--- config.mk ---
export PLATFORM = sky130hd
export DESIGN_NAME = dds_sweep_ctrl
export DESIGN_NICKNAME = d
export VERILOG_FILES = /design/src/rtl/dds_ctrl_pkg.sv /design/src/rtl/dds_valid_dly.sv /design/src/rtl/dds_sweep_ctrl.sv
export SDC_FILE = /design/constraint.sdc
export NUM_CORES = 1
export LEC_CHECK = 0
export ABC_AREA = 1
export ABC_CLOCK_PERIOD_IN_PS = 5700
export BUFFER_PORTS_ARGS = -buffer_cell sky130_fd_sc_hd__buf_2
export CORE_MARGIN = 4
export CORE_UTILIZATION = 50
export DETAILED_ROUTE_END_ITERATION = 7
export PLACE_DENSITY = 0.7
export SYNTH_ARGS = -nofsm -noshare
export SYNTH_HDL_FRONTEND = slang
export SYNTH_HIERARCHICAL = 1
export SYNTH_SLANG_ARGS = --single-unit
--- constraint.sdc ---
create_clock -name clk -period 5.7 [get_ports clk]
set_input_delay 1.14 -clock clk [delete_from_list [all_inputs] [get_ports clk]]
set_output_delay 1.14 -clock clk [all_outputs]
set_load 0.05 [all_outputs]
--- src/rtl/dds_ctrl_pkg.sv ---
// Shared types and constants for the DDS frequency-sweep controller.
// Sweep states, mode encodings and the default DDS pipeline latency.
package dds_ctrl_pkg;

   typedef enum logic [1:0] {
      IDLE = 2'd0,
      RUN  = 2'd1,
      DONE = 2'd2
   } state_e;

   localparam logic [1:0] MODE_SINGLE = 2'b00;
   localparam logic [1:0] MODE_REPEAT = 2'b01;
   localparam logic [1:0] MODE_UPDOWN = 2'b10;
   localparam logic [1:0] MODE_RSVD   = 2'b11;

   localparam int DDS_LAT_DEFAULT = 4;

   function automatic logic mode_ok(input logic [1:0] mode);
      return mode != MODE_RSVD;
   endfunction

endpackage

--- src/rtl/dds_valid_dly.sv ---
// Fixed-depth delay line for the "sample belongs to sweep" flag.
// A synchronous flush clears every stage so an aborted sweep stops flagging at once.
module dds_valid_dly #(
   parameter int DEPTH = 4
) (
   input  logic clk,
   input  logic rst_n,
   input  logic flush,
   input  logic din,
   output logic dout
);

   logic [DEPTH-1:0] sr_q, sr_d;

   always_comb begin
      sr_d = sr_q;
      if (flush) begin
         sr_d = '0;
      end else begin
         sr_d = (sr_q << 1) | DEPTH'(din);
      end
   end

   always_ff @(posedge clk or negedge rst_n) begin
      if (!rst_n) begin
         sr_q <= '0;
      end else begin
         sr_q <= sr_d;
      end
   end

   assign dout = sr_q[DEPTH-1];

endmodule

--- src/rtl/dds_sweep_ctrl.sv ---
// Linear-chirp scheduler driving the DDS FCW: single, repeating saw or up/down triangle.
// Holds the DDS in reset outside RUN and tags DDS output samples of the active sweep.
module dds_sweep_ctrl
   import dds_ctrl_pkg::*;
#(
   parameter int FCW_W   = 15,
   parameter int DWELL_W = 16,
   parameter int DDS_LAT = DDS_LAT_DEFAULT
) (
   input  logic               clk,
   input  logic               rst_n,
   input  logic               cfg_valid,
   output logic               cfg_ready,
   input  logic [FCW_W-1:0]   cfg_start_fcw,
   input  logic [FCW_W-1:0]   cfg_stop_fcw,
   input  logic [FCW_W-1:0]   cfg_step,
   input  logic [DWELL_W-1:0] cfg_dwell,
   input  logic [1:0]         cfg_mode,
   output logic               cfg_err,
   input  logic               start,
   input  logic               abort,
   output logic [FCW_W-1:0]   fcw_out,
   output logic               dds_rst,
   output logic               hop,
   output logic               sweep_wrap,
   output logic               busy,
   output logic               done,
   output logic               sample_valid
);

   state_e               state_q, state_d;
   logic [FCW_W-1:0]     start_q, start_d;
   logic [FCW_W-1:0]     stop_q, stop_d;
   logic [FCW_W-1:0]     step_q, step_d;
   logic [DWELL_W-1:0]   dwell_q, dwell_d;
   logic [1:0]           mode_q, mode_d;
   logic                 loaded_q, loaded_d;
   logic [FCW_W-1:0]     fcw_q, fcw_d;
   logic                 dir_dn_q, dir_dn_d;
   logic [DWELL_W-1:0]   cnt_q, cnt_d;
   logic                 hop_q, hop_d;
   logic                 wrap_q, wrap_d;
   logic                 err_q, err_d;

   logic                 cfg_ok;
   logic                 cfg_acc;
   logic                 run_now;
   logic [FCW_W:0]       up_sum;
   logic signed [FCW_W:0] dn_diff;
   logic signed [FCW_W:0] start_s;

   // One extra bit on both ramps so the FCW can never wrap past the bounds.
   function automatic logic [FCW_W-1:0] clamp_hi(input logic [FCW_W:0] v,
                                                 input logic [FCW_W-1:0] hi);
      return (v > {1'b0, hi}) ? hi : v[FCW_W-1:0];
   endfunction

   function automatic logic [FCW_W-1:0] clamp_lo(input logic signed [FCW_W:0] v,
                                                 input logic signed [FCW_W:0] lo);
      return (v < lo) ? lo[FCW_W-1:0] : v[FCW_W-1:0];
   endfunction

   assign cfg_ok  = (cfg_start_fcw <= cfg_stop_fcw) && (cfg_step != '0) && mode_ok(cfg_mode);
   assign cfg_acc = cfg_valid && (state_q == IDLE) && cfg_ok;
   assign up_sum  = {1'b0, fcw_q} + {1'b0, step_q};
   assign dn_diff = $signed({1'b0, fcw_q}) - $signed({1'b0, step_q});
   assign start_s = $signed({1'b0, start_q});
   assign run_now = (state_q == RUN);

   always_comb begin
      state_d  = state_q;
      start_d  = start_q;
      stop_d   = stop_q;
      step_d   = step_q;
      dwell_d  = dwell_q;
      mode_d   = mode_q;
      loaded_d = loaded_q;
      fcw_d    = fcw_q;
      dir_dn_d = dir_dn_q;
      cnt_d    = cnt_q;
      hop_d    = 1'b0;
      wrap_d   = 1'b0;
      err_d    = 1'b0;

      case (state_q)
         IDLE: begin
            if (cfg_valid) begin
               if (cfg_ok) begin
                  start_d  = cfg_start_fcw;
                  stop_d   = cfg_stop_fcw;
                  step_d   = cfg_step;
                  dwell_d  = cfg_dwell;
                  mode_d   = cfg_mode;
                  loaded_d = 1'b1;
               end else begin
                  err_d = 1'b1;
               end
            end
            // A config accepted in the same cycle as start takes effect immediately.
            if (start && (loaded_q || cfg_acc)) begin
               state_d  = RUN;
               fcw_d    = cfg_acc ? cfg_start_fcw : start_q;
               dir_dn_d = 1'b0;
               cnt_d    = '0;
               hop_d    = 1'b1;
            end
         end

         RUN: begin
            if (cnt_q != dwell_q) begin
               cnt_d = cnt_q + 1'b1;
            end else begin
               cnt_d = '0;
               if (!dir_dn_q) begin
                  if (up_sum <= {1'b0, stop_q}) begin
                     fcw_d = up_sum[FCW_W-1:0];
                     hop_d = 1'b1;
                  end else if (mode_q == MODE_SINGLE) begin
                     state_d = DONE;
                     fcw_d   = '0;
                  end else if (mode_q == MODE_REPEAT) begin
                     fcw_d  = start_q;
                     hop_d  = 1'b1;
                     wrap_d = 1'b1;
                  end else begin
                     dir_dn_d = 1'b1;
                     fcw_d    = clamp_lo(dn_diff, start_s);
                     hop_d    = 1'b1;
                     wrap_d   = 1'b1;
                  end
               end else begin
                  if (dn_diff >= start_s) begin
                     fcw_d = dn_diff[FCW_W-1:0];
                     hop_d = 1'b1;
                  end else begin
                     dir_dn_d = 1'b0;
                     fcw_d    = clamp_hi(up_sum, stop_q);
                     hop_d    = 1'b1;
                     wrap_d   = 1'b1;
                  end
               end
            end
         end

         DONE: begin
            state_d = IDLE;
         end

         default: begin
            state_d = IDLE;
         end
      endcase

      if (abort) begin
         state_d  = IDLE;
         fcw_d    = '0;
         dir_dn_d = 1'b0;
         cnt_d    = '0;
         hop_d    = 1'b0;
         wrap_d   = 1'b0;
      end
   end

   always_ff @(posedge clk or negedge rst_n) begin
      if (!rst_n) begin
         state_q  <= IDLE;
         start_q  <= '0;
         stop_q   <= '0;
         step_q   <= '0;
         dwell_q  <= '0;
         mode_q   <= '0;
         loaded_q <= 1'b0;
         fcw_q    <= '0;
         dir_dn_q <= 1'b0;
         cnt_q    <= '0;
         hop_q    <= 1'b0;
         wrap_q   <= 1'b0;
         err_q    <= 1'b0;
      end else begin
         state_q  <= state_d;
         start_q  <= start_d;
         stop_q   <= stop_d;
         step_q   <= step_d;
         dwell_q  <= dwell_d;
         mode_q   <= mode_d;
         loaded_q <= loaded_d;
         fcw_q    <= fcw_d;
         dir_dn_q <= dir_dn_d;
         cnt_q    <= cnt_d;
         hop_q    <= hop_d;
         wrap_q   <= wrap_d;
         err_q    <= err_d;
      end
   end

   dds_valid_dly #(
      .DEPTH (DDS_LAT)
   ) u_valid_dly (
      .clk   (clk),
      .rst_n (rst_n),
      .flush (abort),
      .din   (run_now),
      .dout  (sample_valid)
   );

   assign cfg_ready  = (state_q == IDLE);
   assign busy       = run_now;
   assign done       = (state_q == DONE);
   assign dds_rst    = !run_now;
   assign fcw_out    = fcw_q;
   assign hop        = hop_q;
   assign sweep_wrap = wrap_q;
   assign cfg_err    = err_q;

endmodule
Word level (Yosys, flattened, before mapping)
Cells that the tools add are included.

word-level totals
  register bits after elaboration = 105
  input bits = 68
  output and inout port bits = 23
  logic and storage cells = 97

cells by class
  $add $sub $neg = 3
  order comparisons = 5
  equal/unequal tests = 10
  mux-type cells = 49
  bitwise logic cells = 1
  reduce and logical (&&, ||, !) cells = 15

operators by type and width
  operator                                                               count
  15-bit 2-to-1 mux                                                      11
  16-bit 2-to-1 mux                                                      3
  16-bit one-hot mux with 2 select lines                                 1
  15-bit one-hot mux with 2 select lines                                 1
  1-bit 2-to-1 mux                                                       23
  15-bit by 15-bit adder with 16-bit output                              1
  16-bit by 1-bit adder with 16-bit output, second input constant        1
  16-bit >= comparator                                                   1
  16-bit by 15-bit > comparator with 1-bit output                        1
  16-bit by 15-bit less-or-equal comparator with 1-bit output            1
  16-bit less-than comparator                                            1
  16-bit != test                                                         1
  15-bit by 15-bit subtractor with 16-bit output                         1
  15-bit less-or-equal comparator                                        1
  15-bit nonzero test                                                    1
  2-bit 2-to-1 mux                                                       6
  3-bit != test, second input constant                                   3
  3-bit AND reduction                                                    2
  1-bit logical AND                                                      5
  5-bit AND reduction                                                    1
  2-bit by 1-bit equality test with 1-bit output, second input constant  2
  2-bit zero test                                                        2
  4-bit 2-to-1 mux                                                       1
  4-bit by 1-bit bitwise OR with 4-bit output                            1
  other kinds (10)                                                       11

Logic depth before layout (Yosys ltp)
  word-level depth = 10
  mapped depth = 30
  depth with buffers taken out = 28

Cells and area by module
The synthesis kept the hierarchy.

by module, submodules not included
  module          instances  cells each  area an instance (um2)
  dds_sweep_ctrl  1          1,192       8,496.9
  dds_valid_dly   1          12          130.1

Worst setup path before layout
OpenSTA, ideal clock, no wires.

  path type = reg2reg
  start point = register fcw_q[0], in the netlist fcw_out[0]
  end point = register fcw_q[0], in the netlist fcw_out[0]
  library setup time = 0.118 ns
  arrival = 3.725 ns
  required time = 5.582 ns
  path slack = 1.857 ns
  cell stages (with the launch flop) = 25
  buffers on the path = 1
  clock period less this slack = 3.843 ns
  path through = dfrtp_1 ha_1 inv_1 fa_1 o21ai_0 nand2_1 nand2_1 nand2_1 nand2_1 a21o_1 xor2_1 inv_1 ha_1 inv_1 nor3_1 nand4_2 a21oi_2 buf_4 nand2_1 nand2_1 nand3_1 nand3_1 nand2_1 nand2_1 nand2_1

on the way
  word-level cells in the longest chain between the ends = 10
  elaborated cells on any way between the ends = 16
  classes of those cells = add/sub (2); order compare (4); mux (10)

ends and longest elaborated chain
  what                                            line                   RTL
  start, declared                                 dds_sweep_ctrl.sv:38   logic [FCW_W-1:0] fcw_q, fcw_d;
  start signal, assigned                          dds_sweep_ctrl.sv:187  fcw_q <= fcw_d;
  15-bit by 15-bit subtractor with 16-bit output  dds_sweep_ctrl.sv:66   assign dn_diff = $signed({1'b0, fcw_q}) - $signed({1'b0, step_q});
  16-bit less-than comparator                     dds_sweep_ctrl.sv:60   return (v < lo) ? lo[FCW_W-1:0] : v[FCW_W-1:0];
  15-bit 2-to-1 mux                               dds_sweep_ctrl.sv:60
  15-bit 2-to-1 mux                               dds_sweep_ctrl.sv:121  end else if (mode_q == MODE_REPEAT) begin
  15-bit 2-to-1 mux                               dds_sweep_ctrl.sv:118  end else if (mode_q == MODE_SINGLE) begin
  15-bit 2-to-1 mux                               dds_sweep_ctrl.sv:115  if (up_sum <= {1'b0, stop_q}) begin
  15-bit 2-to-1 mux (*)                           dds_sweep_ctrl.sv:114  if (!dir_dn_q) begin
  15-bit 2-to-1 mux (*)                           dds_sweep_ctrl.sv:110  if (cnt_q != dwell_q) begin
  15-bit one-hot mux with 2 select lines (*)      dds_sweep_ctrl.sv:85   case (state_q)
  15-bit 2-to-1 mux (*)                           dds_sweep_ctrl.sv:154  if (abort) begin

Every way passes the cells marked *; elsewhere a longest branch is shown, timed or not. The select of a mux whose other input is x is not followed.
A chain may end at the register's enable or synchronous reset.

Final worst setup path
  start point = register fcw_q[1], in the netlist fcw_out[1]
  end point = register fcw_q[0], in the netlist fcw_out[0]

Same word-level chain as after synthesis.

==> impl_metrics.env <==
export IMPL_reg2reg_depth=23
export IMPL_arrival_ns=5.11
export IMPL_clkTransAtPathRegs_ns=0.08
export IMPL_gp_congestion=0.956
export IMPL_fmax_mhz=206
export IMPL_critPathBufInv=4
export IMPL_synth_area_top_cells="dfrtp_1, nand2_1, ha_1"
export IMPL_syn_avg_cell_area_um2=7.17
export IMPL_synth_cell_type_count=47
export IMPL_pin_count=91
export IMPL_seq_area_frac_synth=0.305
export IMPL_finalNetCount=1409
export IMPL_die_area_mm2=0.0194
export IMPL_clkSinkCount=105
export IMPL_endpoint_kind="flop"
export IMPL_setup_viol=0
export IMPL_fp_dieH_um=139
export IMPL_place_hpwl_um=17800
export IMPL_setup_tns_ns=0
export IMPL_port_buffers=90
export IMPL_syn_area_mm2=0.00863
export IMPL_rsz0062_at_grt="false"
export IMPL_outcome="complete, no violations"
export IMPL_clk_path_buf_depth=2
export IMPL_num_rows=47
export IMPL_postSynthCellCount=1204
export IMPL_slew_headroom=0.247
export IMPL_hold_depth=2
export IMPL_fp_coreArea_mm2=0.0168
export IMPL_startpoint_type="flop"
export IMPL_post_route_period_util=0.854
export IMPL_root_buffer="clkbuf_16"
export IMPL_synth_ff_type="dfrtp_1"
export IMPL_worstMarginPinSlew_ns=1.13
export IMPL_hold_path_class="flop to flop"
export IMPL_hold_buffers=0
export IMPL_start_util=0.515
export IMPL_crit_type="flop to flop"
export IMPL_ant_nets=0
export IMPL_synth_warnings=6
export IMPL_worstSetupPathDepth=23
export IMPL_synth_top_cell_by_area="dfrtp_1"
export IMPL_hold_violations=0
export IMPL_wl_per_cell_um=15.5
export IMPL_post_cts_buffers=0
export IMPL_yosys_register_bits=105
export IMPL_path_common_cell="nand2_1"
export IMPL_path_max_fanout=17
export IMPL_drcViolationCount=0
export IMPL_critPathSlowestCell="a21oi_2"
export IMPL_cts_resized=0
export IMPL_cts_tree="built"
export IMPL_final_common_cell="nand2_1"
export IMPL_worstPathCellList="inv_1 > fa_1 > o21ai_0 > nand2_1 > nand2_1 > nand2_1 > nand2_1 > a21o_1 > xor2_1 > inv_1 > ha_1 > inv_1 > nor3_1 > nand4_2 > a21oi_2 > buf_4 > nand2_1 > nand2_1 > nand3_1 > nand3_1 > nand2_1 > nand2_1 > nand2_1"
export IMPL_track_usage=0.238
export IMPL_drt_iter0_drc=508
export IMPL_synthArstFlopShare=1.00
export IMPL_grt_pass1_vias=7896
export IMPL_r2r_setup_slack_ns=0.83
export IMPL_min_period_ns=4.87
export IMPL_final_layout_size_suffix_gt1_frac=0.144
export IMPL_antennaDiodeCount=0
export IMPL_grt_overflow_total=0
export IMPL_numCtsBuffers=9
export IMPL_detail_route_vias_per_cell=5.35
export IMPL_drv_slew=0
export IMPL_antenna_found_initial=0
export IMPL_slowest_delay_ns=0.62
export IMPL_crit_family="simple AND/OR/NAND/NOR gates"
export IMPL_worstPathRequired_ns=5.95
export IMPL_grt_pass1_wl_um=38100
export IMPL_first_pass_iters=5
export IMPL_htreeDepth=3
export IMPL_layout_setup_ws_ns=0.835
export IMPL_drv_cap=0
export IMPL_fin_worst_skew_ns=0.0112
export IMPL_grt_max_degree=95
export IMPL_die_w_um=139
export IMPL_clk_latency_ns=0.36
export IMPL_synth_fp_nets=1350
export IMPL_wl_um=23100
export IMPL_vias=7966
export IMPL_pre_cts_slack_ns=0.930
export IMPL_area_growth_pct=9.80
export IMPL_final_cell_mix="nand2_1, inv_1, dfrtp_1, nor2_1, buf_2"
export IMPL_synth_edf_count=0
export IMPL_synth_top_area_share=0.305
through the flow:
stage          hold slack, ns  cell area [um^2]  utilization  std cells
6_report                0.476              9470        0.565       1488
5_1_grt                 0.497              9470        0.565       1488
4_1_cts                 0.483              9470        0.565       1488
3_5_place_dp            0.458              9160        0.547       1472
3_3_place_gp            0.456              9160        0.547       1472
2_1_floorplan           0.434              8630            -       1204
worst paths after layout:
check                                              startpoint                            end
worst max-delay path                   fcw_out[1]$_DFFE_PN0P_         fcw_out[0]$_DFFE_PN0P_
worst min-delay path            u_valid_dly/sr_q[2]$_DFF_PN0_  u_valid_dly/sr_q[3]$_DFF_PN0_
min in group asynchronous                               rst_n         stop_q[12]$_DFFE_PN0P_
worst max register to register         fcw_out[1]$_DFFE_PN0P_         fcw_out[0]$_DFFE_PN0P_
worst min register to register  u_valid_dly/sr_q[2]$_DFF_PN0_  u_valid_dly/sr_q[3]$_DFF_PN0_
max in group asynchronous                               rst_n           cnt_q[4]$_DFFE_PN0P_
cell type report:
class                           instances  area, um^2
Fill cell                            1662        7290
Multi-Input combinational cell        879        5110
Sequential cell                       105        2630
Inverter                              171         642
Timing Repair Buffer                   97         505
Tap cell                              220         275
Clock buffer                           10         239
Clock inverter                          6        71.3
per-layer routing:
layer / GRT usage / vias up / routed length, um
met4: 0.0973 / 0 / 859
met5: 0 / - / 0
met2: 0.428 / 219 / 11600
li1: - / 4008 / -
met3: 0.0305 / 43 / 966
met1: 0.287 / 3696 / 9710
registers in the layout, indices dropped and copies added, names as in the netlist, 2 cells and up:
register,cells
u_valid_dly/sr_q,4
step_q,15
cnt_q,16
mode_q,2
stop_q,15
state_q,2
start_q,15
dwell_q,16
fcw_out,15
synth_stat cells, types with 2 or more instances:
cell / n
dfrtp_1: 105
nand4_2: 2
or2_1: 3
a31o_2: 4
clkbuf_1: 24
a211oi_1: 2
fa_1: 2
o21ai_0: 40
nor3_2: 2
nor2_1: 100
a21oi_2: 5
nand2_4: 3
nand4_1: 39
xnor2_1: 6
buf_6: 4
nor4_1: 14
ha_1: 76
a221oi_1: 2
buf_1: 2
nand3_1: 86
a21o_1: 13
buf_4: 6
a21oi_1: 56
o21ai_1: 13
mux2_2: 17
o211ai_1: 3
nor3_1: 15
nand2_1: 297
o21ai_2: 6
buf_2: 13
o21bai_1: 4
nor2_2: 5
xor2_1: 43
nand2_2: 11
inv_1: 160
inv_2: 10
worst min-delay path: stages (launching register included):
cell and delay (ns):
dfrtp_1 0.37, inv_1 0.05, nor2_1 0.03
cells by family after synthesis:
group	synth area share
XOR/XNOR	0.0497
multiplexers	0.0222
flip-flops	0.305
AND/OR/NAND/NOR	0.297
buffers and inverters	0.104
adder cells (fa/ha/maj)	0.115
AO/OA/AOI/OAI	0.108
Power is not shown: default switching activity piles up to over one toggle a cycle in this logic, so the estimate is an artifact.
